$ cat config.mk
export PLATFORM = sky130hd
export DESIGN_NAME = irreg_counter_ctrl_flat
export DESIGN_NICKNAME = d
export VERILOG_FILES = /design/src/rtl/irreg_counter_ctrl_if.sv /design/src/rtl/irreg_counter_ctrl.sv /design/src/flat_wrapper.sv
export SDC_FILE = /design/constraint.sdc
export NUM_CORES = 1
export LEC_CHECK = 0
export ABC_AREA = 1
export BUFFER_PORTS_ARGS = -buffer_cell sky130_fd_sc_hd__buf_4
export CORE_MARGIN = 3
export CORE_UTILIZATION = 54
export CTS_CLUSTER_SIZE = 12
export DETAILED_ROUTE_END_ITERATION = 10
export PLACE_DENSITY = 0.83
export SYNTH_ARGS = -nofsm -noshare
export SYNTH_HDL_FRONTEND = slang
export SYNTH_SLANG_ARGS = --single-unit
$ cat constraint.sdc
create_clock -name clk -period 1.7 [get_ports clk]
set_input_delay 0.17 -clock clk [delete_from_list [all_inputs] [get_ports clk]]
set_output_delay 0.17 -clock clk [all_outputs]
set_load 0.01 [all_outputs]
$ cat src/rtl/irreg_counter_ctrl_if.sv
// Command channel between the test/config host and the irregular-counter sequencer.
// The host drives a command and holds it until the sequencer shows it is ready.
interface irreg_counter_ctrl_if #(
    parameter int STEP_W = 8
) ();
    logic              cmd_valid;
    logic              cmd_ready;
    logic [2:0]        cmd_seed;
    logic [STEP_W-1:0] cmd_steps;

    modport master (
        output cmd_valid,
        output cmd_seed,
        output cmd_steps,
        input  cmd_ready
    );

    modport slave (
        input  cmd_valid,
        input  cmd_seed,
        input  cmd_steps,
        output cmd_ready
    );
endinterface

$ cat src/rtl/irreg_counter_ctrl.sv
// Sequencer and on-line checker for the 3-bit irregular counter: loads a seed, advances
// the counter a commanded number of steps and checks every step against a golden model.
module irreg_counter_ctrl #(
    parameter int STEP_W = 8,
    parameter int ERR_W  = 4
) (
    input  logic                clk,
    input  logic                rst_n,
    irreg_counter_ctrl_if.slave cmd,
    input  logic                abort,
    output logic                cnt_load,
    output logic [2:0]          cnt_load_value,
    output logic                cnt_en,
    input  logic [2:0]          cnt_q,
    output logic                busy,
    output logic                done,
    output logic [2:0]          result,
    output logic                err,
    output logic [ERR_W-1:0]    err_cnt
);
    typedef enum logic [2:0] {IDLE, LOAD, RUN, CHECK, DONE} state_t;

    state_t            state_reg;
    logic [STEP_W-1:0] remaining_reg;
    logic [2:0]        seed_reg;
    logic [2:0]        exp_reg;
    logic [ERR_W-1:0]  run_err_reg;
    logic              cmd_ready_reg;
    logic              busy_reg;
    logic              done_reg;
    logic              cnt_load_reg;
    logic              cnt_en_reg;
    logic [2:0]        result_reg;
    logic              err_reg;
    logic [ERR_W-1:0]  err_cnt_reg;

    logic              mismatch;
    logic [ERR_W-1:0]  run_err_next;

    // Bit 2 is q0 (MSB), bit 0 is q2.
    function automatic logic [2:0] golden_next(input logic [2:0] q);
        return {~q[2] | q[0], ~q[1], ~q[2] | (q[0] & ~q[1])};
    endfunction

    assign mismatch     = (cnt_q != exp_reg);
    assign run_err_next = (mismatch && (run_err_reg != '1)) ? run_err_reg + ERR_W'(1)
                                                            : run_err_reg;

    always_ff @(posedge clk) begin
        if (!rst_n) begin
            state_reg     <= IDLE;
            remaining_reg <= '0;
            seed_reg      <= '0;
            exp_reg       <= '0;
            run_err_reg   <= '0;
            cmd_ready_reg <= 1'b1;
            busy_reg      <= 1'b0;
            done_reg      <= 1'b0;
            cnt_load_reg  <= 1'b0;
            cnt_en_reg    <= 1'b0;
            result_reg    <= '0;
            err_reg       <= 1'b0;
            err_cnt_reg   <= '0;
        end else begin
            done_reg     <= 1'b0;
            cnt_load_reg <= 1'b0;
            cnt_en_reg   <= 1'b0;
            unique case (state_reg)
                IDLE: begin
                    if (cmd.cmd_valid) begin
                        seed_reg      <= cmd.cmd_seed;
                        remaining_reg <= cmd.cmd_steps;
                        run_err_reg   <= '0;
                        cnt_load_reg  <= 1'b1;
                        cmd_ready_reg <= 1'b0;
                        busy_reg      <= 1'b1;
                        state_reg     <= LOAD;
                    end
                end
                LOAD: begin
                    if (abort) begin
                        state_reg     <= IDLE;
                        cmd_ready_reg <= 1'b1;
                        busy_reg      <= 1'b0;
                    end else begin
                        exp_reg <= seed_reg;
                        if (remaining_reg == '0) begin
                            state_reg <= CHECK;
                        end else begin
                            state_reg  <= RUN;
                            cnt_en_reg <= 1'b1;
                        end
                    end
                end
                RUN: begin
                    if (abort) begin
                        state_reg     <= IDLE;
                        cmd_ready_reg <= 1'b1;
                        busy_reg      <= 1'b0;
                    end else begin
                        run_err_reg   <= run_err_next;
                        exp_reg       <= golden_next(exp_reg);
                        remaining_reg <= remaining_reg - STEP_W'(1);
                        // cnt_en stays high for every RUN cycle except the transition to CHECK.
                        if (remaining_reg == STEP_W'(1)) begin
                            state_reg <= CHECK;
                        end else begin
                            cnt_en_reg <= 1'b1;
                        end
                    end
                end
                CHECK: begin
                    if (abort) begin
                        state_reg     <= IDLE;
                        cmd_ready_reg <= 1'b1;
                        busy_reg      <= 1'b0;
                    end else begin
                        result_reg  <= cnt_q;
                        err_cnt_reg <= run_err_next;
                        err_reg     <= (run_err_next != '0);
                        done_reg    <= 1'b1;
                        state_reg   <= DONE;
                    end
                end
                DONE: begin
                    state_reg     <= IDLE;
                    cmd_ready_reg <= 1'b1;
                    busy_reg      <= 1'b0;
                end
                default: begin
                    state_reg     <= IDLE;
                    cmd_ready_reg <= 1'b1;
                    busy_reg      <= 1'b0;
                end
            endcase
        end
    end

    assign cmd.cmd_ready   = cmd_ready_reg;
    assign busy            = busy_reg;
    assign done            = done_reg;
    assign cnt_load        = cnt_load_reg;
    assign cnt_load_value  = seed_reg;
    assign cnt_en          = cnt_en_reg;
    assign result          = result_reg;
    assign err             = err_reg;
    assign err_cnt         = err_cnt_reg;
endmodule

$ cat src/flat_wrapper.sv
// flat-port wrapper written by rule: the top's interface ports become plain ports
module irreg_counter_ctrl_flat 
#(
    parameter int STEP_W = 8,
    parameter int ERR_W  = 4
)
  (clk, rst_n, abort, cnt_load, cnt_load_value, cnt_en, cnt_q, busy, done, result, err, err_cnt, cmd_cmd_valid, cmd_cmd_seed, cmd_cmd_steps, cmd_cmd_ready);
  irreg_counter_ctrl_if #(.STEP_W(STEP_W)) cmd_i ();
  input  logic clk;
  input  logic rst_n;
  input  logic abort;
  output logic cnt_load;
  output logic [2:0] cnt_load_value;
  output logic cnt_en;
  input  logic [2:0] cnt_q;
  output logic busy;
  output logic done;
  output logic [2:0] result;
  output logic err;
  output logic [ERR_W-1:0] err_cnt;
  input wire logic [$bits(cmd_i.cmd_valid)-1:0] cmd_cmd_valid;
  input wire logic [$bits(cmd_i.cmd_seed)-1:0] cmd_cmd_seed;
  input wire logic [$bits(cmd_i.cmd_steps)-1:0] cmd_cmd_steps;
  output wire logic [$bits(cmd_i.cmd_ready)-1:0] cmd_cmd_ready;
  assign cmd_i.cmd_valid = cmd_cmd_valid;
  assign cmd_i.cmd_seed = cmd_cmd_seed;
  assign cmd_i.cmd_steps = cmd_cmd_steps;
  assign cmd_cmd_ready = cmd_i.cmd_ready;
  irreg_counter_ctrl #(.STEP_W(STEP_W), .ERR_W(ERR_W)) u_core (.clk(clk), .rst_n(rst_n), .cmd(cmd_i), .abort(abort), .cnt_load(cnt_load), .cnt_load_value(cnt_load_value), .cnt_en(cnt_en), .cnt_q(cnt_q), .busy(busy), .done(done), .result(result), .err(err), .err_cnt(err_cnt));
endmodule
==> results of run 1 <==
-- metal layers --
layer	up-vias	share of wire	global-route usage
met1	712	0.49	0.296
met3	9	0.065	0.0744
met4	0	0.019	0.0909
li1	857	-	-
met2	52	0.43	0.348
met5	-	0	0
-- where the power goes --
part | switching (W) | internal [W] | total [W]
Clock | 0.000306 | 0.000308 | 0.000614
Sequential | 0.0000406 | 0.000852 | 0.000892
Combinational | 0.000254 | 0.000166 | 0.000420
Total | 0.000600 | 0.00133 | 0.00193
-- critical path: cells and delay by family (launching register included) --
kind	cells	cell delay [ns]
AO/OA/AOI/OAI	1	0.19
buffers and inverters	2	0.13
AND/OR/NAND/NOR	4	0.65
flip-flops	1	0.36
adder cells (fa/ha/maj)	1	0.18
-- worst max-delay path by stage --
stage          slack [ns]                      end  cells after the start               startpoint
2_1_floorplan        0.38        u_core.err_cnt[1]                      8    u_core.run_err_reg[0]
3_3_place_gp         0.25  u_core.remaining_reg[5]                      9      u_core.state_reg[2]
3_5_place_dp         0.16      u_core.state_reg[0]                      8  u_core.remaining_reg[0]
4_1_cts              0.17      u_core.state_reg[0]                      8  u_core.remaining_reg[0]
5_1_grt              0.05  u_core.remaining_reg[6]                      8  u_core.remaining_reg[0]
6_report             0.11      u_core.state_reg[0]                      8  u_core.remaining_reg[0]
-- layout by cell type, fill, tap and decap left out --
cell type   count
inv_2           3
a31oi_1         2
o21ai_2         1
o21ai_0        22
nand3_2         1
nand2_1        53
nand2_4         1
nand4_1         1
nand3_1        17
clkbuf_4        5
bufinv_16       1
dfxtp_1        34
xnor2_1         2
nor2_1         27
clkinvlp_4      2
o31ai_1         1
buf_4          37
a21oi_1        23
nor3_1          1
nor2_2          1
o21ai_1         3
o211ai_1        1
nor2_4          3
or2_2           1
nor2_8          1
ha_1            3
nor4_1          1
inv_1          28
xor2_1          2
nand3b_1        2
-- logic make-up after synthesis --
kind of cell               Yosys count
adders and majority gates            3
DFF                                 34
buffers and inverters               37
xor gates and xnor gates             4
AOI/OAI and AO/OA                   53
and+or+nand+nor                    110
-- area by class of cell --
type	count	area [um^2]
clock buffers	5	37.5
fillers	243	802
well taps	31	38.8
repair buffers	37	278
clock inverters	3	45.0
multi-input cells	170	855
flip-flops and latches	34	681
inverters	31	116
-- stage by stage --
stage          worst slack (ns)  instance area (um^2)   util
2_1_floorplan             0.380                  1680      -
3_3_place_gp              0.246                  1970  0.690
3_5_place_dp              0.156                  1970  0.690
4_1_cts                   0.169                  2050  0.719
5_1_grt                  0.0506                  2050  0.719
6_report                  0.110                  2050  0.719
==> metrics.md, run 1 <==
| Metric | Value |
|---|---|
| Postcts setup bufs | 0 |
| Cell with the most instances after synthesis | nand2_1 |
| Slew Viols, Final | 0 |
| Area leader, netlist | dfxtp_1 |
| Die area | 0.00382 mm^2 |
| Top area cells in the synthesized netlist | dfxtp_1 40%, nand2_1 12%, a21oi_1 6.8% |
| CP Capture Type | flop |
| Final Hold Viols | 0 |
| Nets | 300 |
| Clock buffer count from CTS | 5 |
| Clock sink total | 34 |
| Final Total Pwr | 0.00193 W |
| Critical path type | reg -> reg |
| Final setup vio count | 0 |
| Worst reg2reg endpoint | u_core.state_reg[0] |
| Hold EP | u_core.result[0] |
| RSZ-0062 raised after global routing | no |
| Fmax | 629 MHz |
| Worst path slowest cell | dfxtp_1 |
| GP Congestion | 0.817 |
| CTS Hold Bufs | 0 |
| Antenna cell count | 0 |
| Period utilization | 0.936 |
| Share of cells above drive strength 1 | 0.204 |
| Root Buffer | clkbuf_4 |
| Hold path cells | 3 |
| Vias per inst | 5.24 |
| Port Buffer Count | 33 |
| Worst hold margin | 0.0721 ns |
| Post-synthesis xor/xnor area fraction | 0.0208 |
| WP data required | 1.97 ns |
| First-pass DRT Iterations | 4 |
| Global-route total usage across every layer | 0.227 |
| CORE AREA | 0.00285 mm^2 |
| Synth Area in Compound Gates | 0.164 |
| Flop2flop setup slack | 0.11 ns |
| First-pass GRT wire length | 6.35 mm |
| Post-synthesis mux area share | 0 |
| Post-synthesis register bit count | 34 |
| Largest register FFs | 8 |
| Chip width | 61.8 um |
| Initial Utilization | 0.590 |
| Worst slew pin tran | 0.648 ns |
| DR vias | 1630 |
| Top cells by count, synth | 53 x nand2_1, 34 x dfxtp_1, 28 x inv_1 |
| Worst R2R Path Depth | 8 |
| Syn_nets | 262 |
| DRC errors left | 0 |
| Largest family of logic cells by synthesized area | simple AND/OR/NAND/NOR gates |
| Pwr Density | 939 mW/mm^2 |
| Setup Skew | 0.0131 ns |
| Routed Antenna Nets | 0 |
| I/O pins | 34 |
| Post-cts sizing count | 0 |
| Predominant post-synthesis flop cell | dfxtp_1 |
| Hold WC Path Type | in -> reg |
| Cell variety after synth | 30 |
| Slew margin rel. | 0.568 |
| H-tree level count | 2 |
| TritonCTS clock tree | built |
| Ys async rst share | 0 |
| Post-Syn Area | 0.00168 mm^2 |
| Synth top area share | 0.404 |
| Placed Cells | 303 |
| Worst skew pair latency | 0.35 ns |
| Detailed Place HPWL | 2.77 mm |
| Clock Tree Buf Depth | 2 |
| Max-cap violations | 0 |
| Post-synthesis adder-cell area fraction | 0.0223 |
| Clock-pin slew on the worst setup and hold paths | 0.12 ns |
| FP Rows | 19 |
| Setup TNS | 0 ns |
| CP dominant cell by count | inv_1 |
| Max IR drop VDD | 0.000688 V |
| Worst Setup Start Kind | flop |
| Leakage Power | 1.01 nW |
| Critical path cell sequence | inv_1, ha_1, nand2_1, nor2_1, nand4_1, o21ai_0, inv_1, nor4_1 |
| Status | complete, no violations |
| Avg WL per Cell | 12.5 um |
| Post-Syn Instances | 241 |
| Hold path start | cnt_q[0] |
| Final Non-Filler Cells | 311 |
| Critical path data arrival time | 1.86 ns |
| Post-Route WL | 3.88 mm |
| Initial DRC count | 107 |
| Largest net degree at the start of global routing | 23 |
| Die height | 61.8 um |
| Average size of a mapped cell | 6.99 um^2 |
| Period minus WS final | 1.59 ns |
| Simple-Gate Fraction of Synth Area | 0.300 |
| Vias in the first global route | 1447 |
| Critical path peak fanout | 4 |
| Max stage delay on crit path | 0.36 ns |
| P&R area growth vs syn | 21.8% |
| Seq/Total Area, Yosys | 0.404 |
| Initial antenna violation count | 0 |
| Worst r2r src | u_core.remaining_reg[0] |
| Global route overflow | 0 |
| Syn. warnings | 0 |
| EDFF count, synth | 0 |
Note: power is estimated with default switching activity, not from simulation.
==> inputs of run 2 (changes only) <==
--- a/config.mk
+++ b/config.mk
@@ -14,2 +14,3 @@
 export PLACE_DENSITY = 0.83
+export REMOVE_ABC_BUFFERS = 1
 export SYNTH_ARGS = -nofsm -noshare
--- a/constraint.sdc
+++ b/constraint.sdc
@@ -3,2 +3,2 @@
 set_output_delay 0.17 -clock clk [all_outputs]
-set_load 0.01 [all_outputs]
+set_load 0.05 [all_outputs]
==> metrics.md, run 2 (same netlist as run 1, synthesis figures left out) <==
| Metric | Value |
|---|---|
| Largest register FFs | 8 |
| Antenna cell count | 0 |
| Period minus WS final | 1.51 ns |
| CORE AREA | 0.00285 mm^2 |
| DRC errors left | 0 |
| Multi-input logic area | 857 um^2 |
| Number of fillers in the final layout | 267 |
| Port Buffer Count | 33 |
| Clock-pin slew on the worst setup and hold paths | 0.11 ns |
| Max-cap violations | 0 |
| P&R area growth vs syn | 20.8% |
| Max IR drop VDD | 0.000632 V |
| Nets | 300 |
| Period utilization | 0.889 |
| Critical path cell sequence | inv_1, ha_1, nand2_1, nor2_2, nand4_1, o21ai_0, inv_1, nor4_1 |
| Worst skew pair latency | 0.36 ns |
| Share of cells above drive strength 1 | 0.207 |
| Pwr Density | 918 mW/mm^2 |
| Combinational power share | 0.256 |
| Setup WS pre-CTS | 0.153 ns |
| Vias in the first global route | 1411 |
| Critical Path Start | u_core.remaining_reg[0] |
| I/O pins | 34 |
| Hold WC Path Type | in -> reg |
| Chip width | 61.8 um |
| Worst r2r src | u_core.remaining_reg[0] |
| Sequential power share | 0.479 |
| Initial Utilization | 0.590 |
| Hold path start | cnt_q[0] |
| Register Area | 681 um^2 |
| Status | complete, no violations |
| Slew Viols, Final | 0 |
| GP Congestion | 0.826 |
| Setup TNS | 0 ns |
| CTS Hold Bufs | 0 |
| H-tree level count | 2 |
| First-pass GRT wire length | 6.31 mm |
| Critical path type | reg -> reg |
| Switching pwr | 0.000650 W |
| Setup ws final | 0.189 ns |
| Initial antenna violation count | 0 |
| Post-Route WL | 3.88 mm |
| Worst slew pin tran | 0.523 ns |
| Delay-heaviest family, CP | simple AND/OR/NAND/NOR gates |
| Die height | 61.8 um |
| WP data required | 1.96 ns |
| RSZ-0062 raised after global routing | no |
| Worst path slowest cell | dfxtp_1 |
| Internal Power | 0.00122 W |
| Final Hold Viols | 0 |
| FP Rows | 19 |
| Die area | 0.00382 mm^2 |
| Vias per inst | 5.30 |
| First-pass DRT Iterations | 4 |
| Largest net degree at the start of global routing | 23 |
| Worst Setup Start Kind | flop |
| CP dominant cell by count | inv_1 |
| Clock network power share | 0.265 |
| Most frequent cells in the layout | 53 x nand2_1, 37 x buf_4, 34 x dfxtp_1, 28 x inv_1, 26 x nor2_1 |
| Sw Ratio | 0.348 |
| Detailed Place HPWL | 2.83 mm |
| Global route overflow | 0 |
| Slew margin rel. | 0.651 |
| DR vias | 1648 |
| Fin util | 0.713 |
| Clock sink total | 34 |
| Routed Antenna Nets | 0 |
| Leakage Power | 1.00 nW |
| Final setup vio count | 0 |
| Critical path peak fanout | 4 |
| Clock Tree Buf Depth | 2 |
| Avg WL per Cell | 12.5 um |
| WP buf/inv | 2 |
| Global-route total usage across every layer | 0.226 |
| CP Capture Type | flop |
| Most common cell after layout, fill and taps aside | nand2_1 |
| Max stage delay on crit path | 0.36 ns |
| TritonCTS clock tree | built |
| Root Buffer | clkbuf_4 |
| Setup Skew | 0.00985 ns |
| Clock buffer count from CTS | 5 |
| Worst hold margin | 0.0703 ns |
| Critical path data arrival time | 1.77 ns |
| Initial DRC count | 79 |
| Fmax | 662 MHz |
| Final Total Pwr | 0.00187 W |
-- run 2: path summary, 6_finish.rpt --
check,to,slack (ns),depth (start not counted)
worst max register to register,u_core.state_reg[0],0.19,8
worst min-delay path,u_core.result[0],0.07,3
worst min register to register,u_core.remaining_reg[7],0.49,2
worst max-delay path,u_core.state_reg[0],0.19,8
-- run 2: stage by stage --
step | cells | area, um^2
2_1_floorplan | 235 | 1650
3_3_place_gp | 303 | 1970
3_5_place_dp | 303 | 1970
4_1_cts | 311 | 2030
5_1_grt | 311 | 2030
6_report | 311 | 2030
-- run 2: final cells by class --
type	count	share of cell area
Timing Repair Buffer	37	0.137
Tap cell	31	0.0191
Multi-Input combinational cell	170	0.421
Clock inverter	2	0.00615
Inverter	31	0.0572
Clock buffer	6	0.0252
Sequential cell	34	0.335
-- run 2: per-layer routing --
layer / up-vias / share of wire / wire [um] / GRT usage
li1: 856 / - / - / -
met1: 725 / 0.47 / 1810 / 0.295
met2: 60 / 0.44 / 1720 / 0.351
met3: 7 / 0.075 / 291 / 0.0682
met4: 0 / 0.016 / 64 / 0.0818
met5: - / 0 / 0 / 0
-- run 2: power groups by stage --
stage,clock [W],sequential (W),combinational (W)
final,0.000495,0.000894,0.000478
after global routing,0.000532,0.000902,0.000528
after CTS,0.000499,0.000893,0.000473
after detailed placement,0,0.000910,0.000471
after global placement,0,0.000907,0.000464
after floorplan,0,0.000962,0.000271
-- run 2: repair_timing --
item,CTS,global route
setup endpoints to repair,0,1
setup buffers,0,0
gates resized for setup,0,1
-- run 2: tightest hold or removal path, stage by stage --
cell and delay [ns]:
buf_4 0.08, inv_1 0.04, a21oi_1 0.10
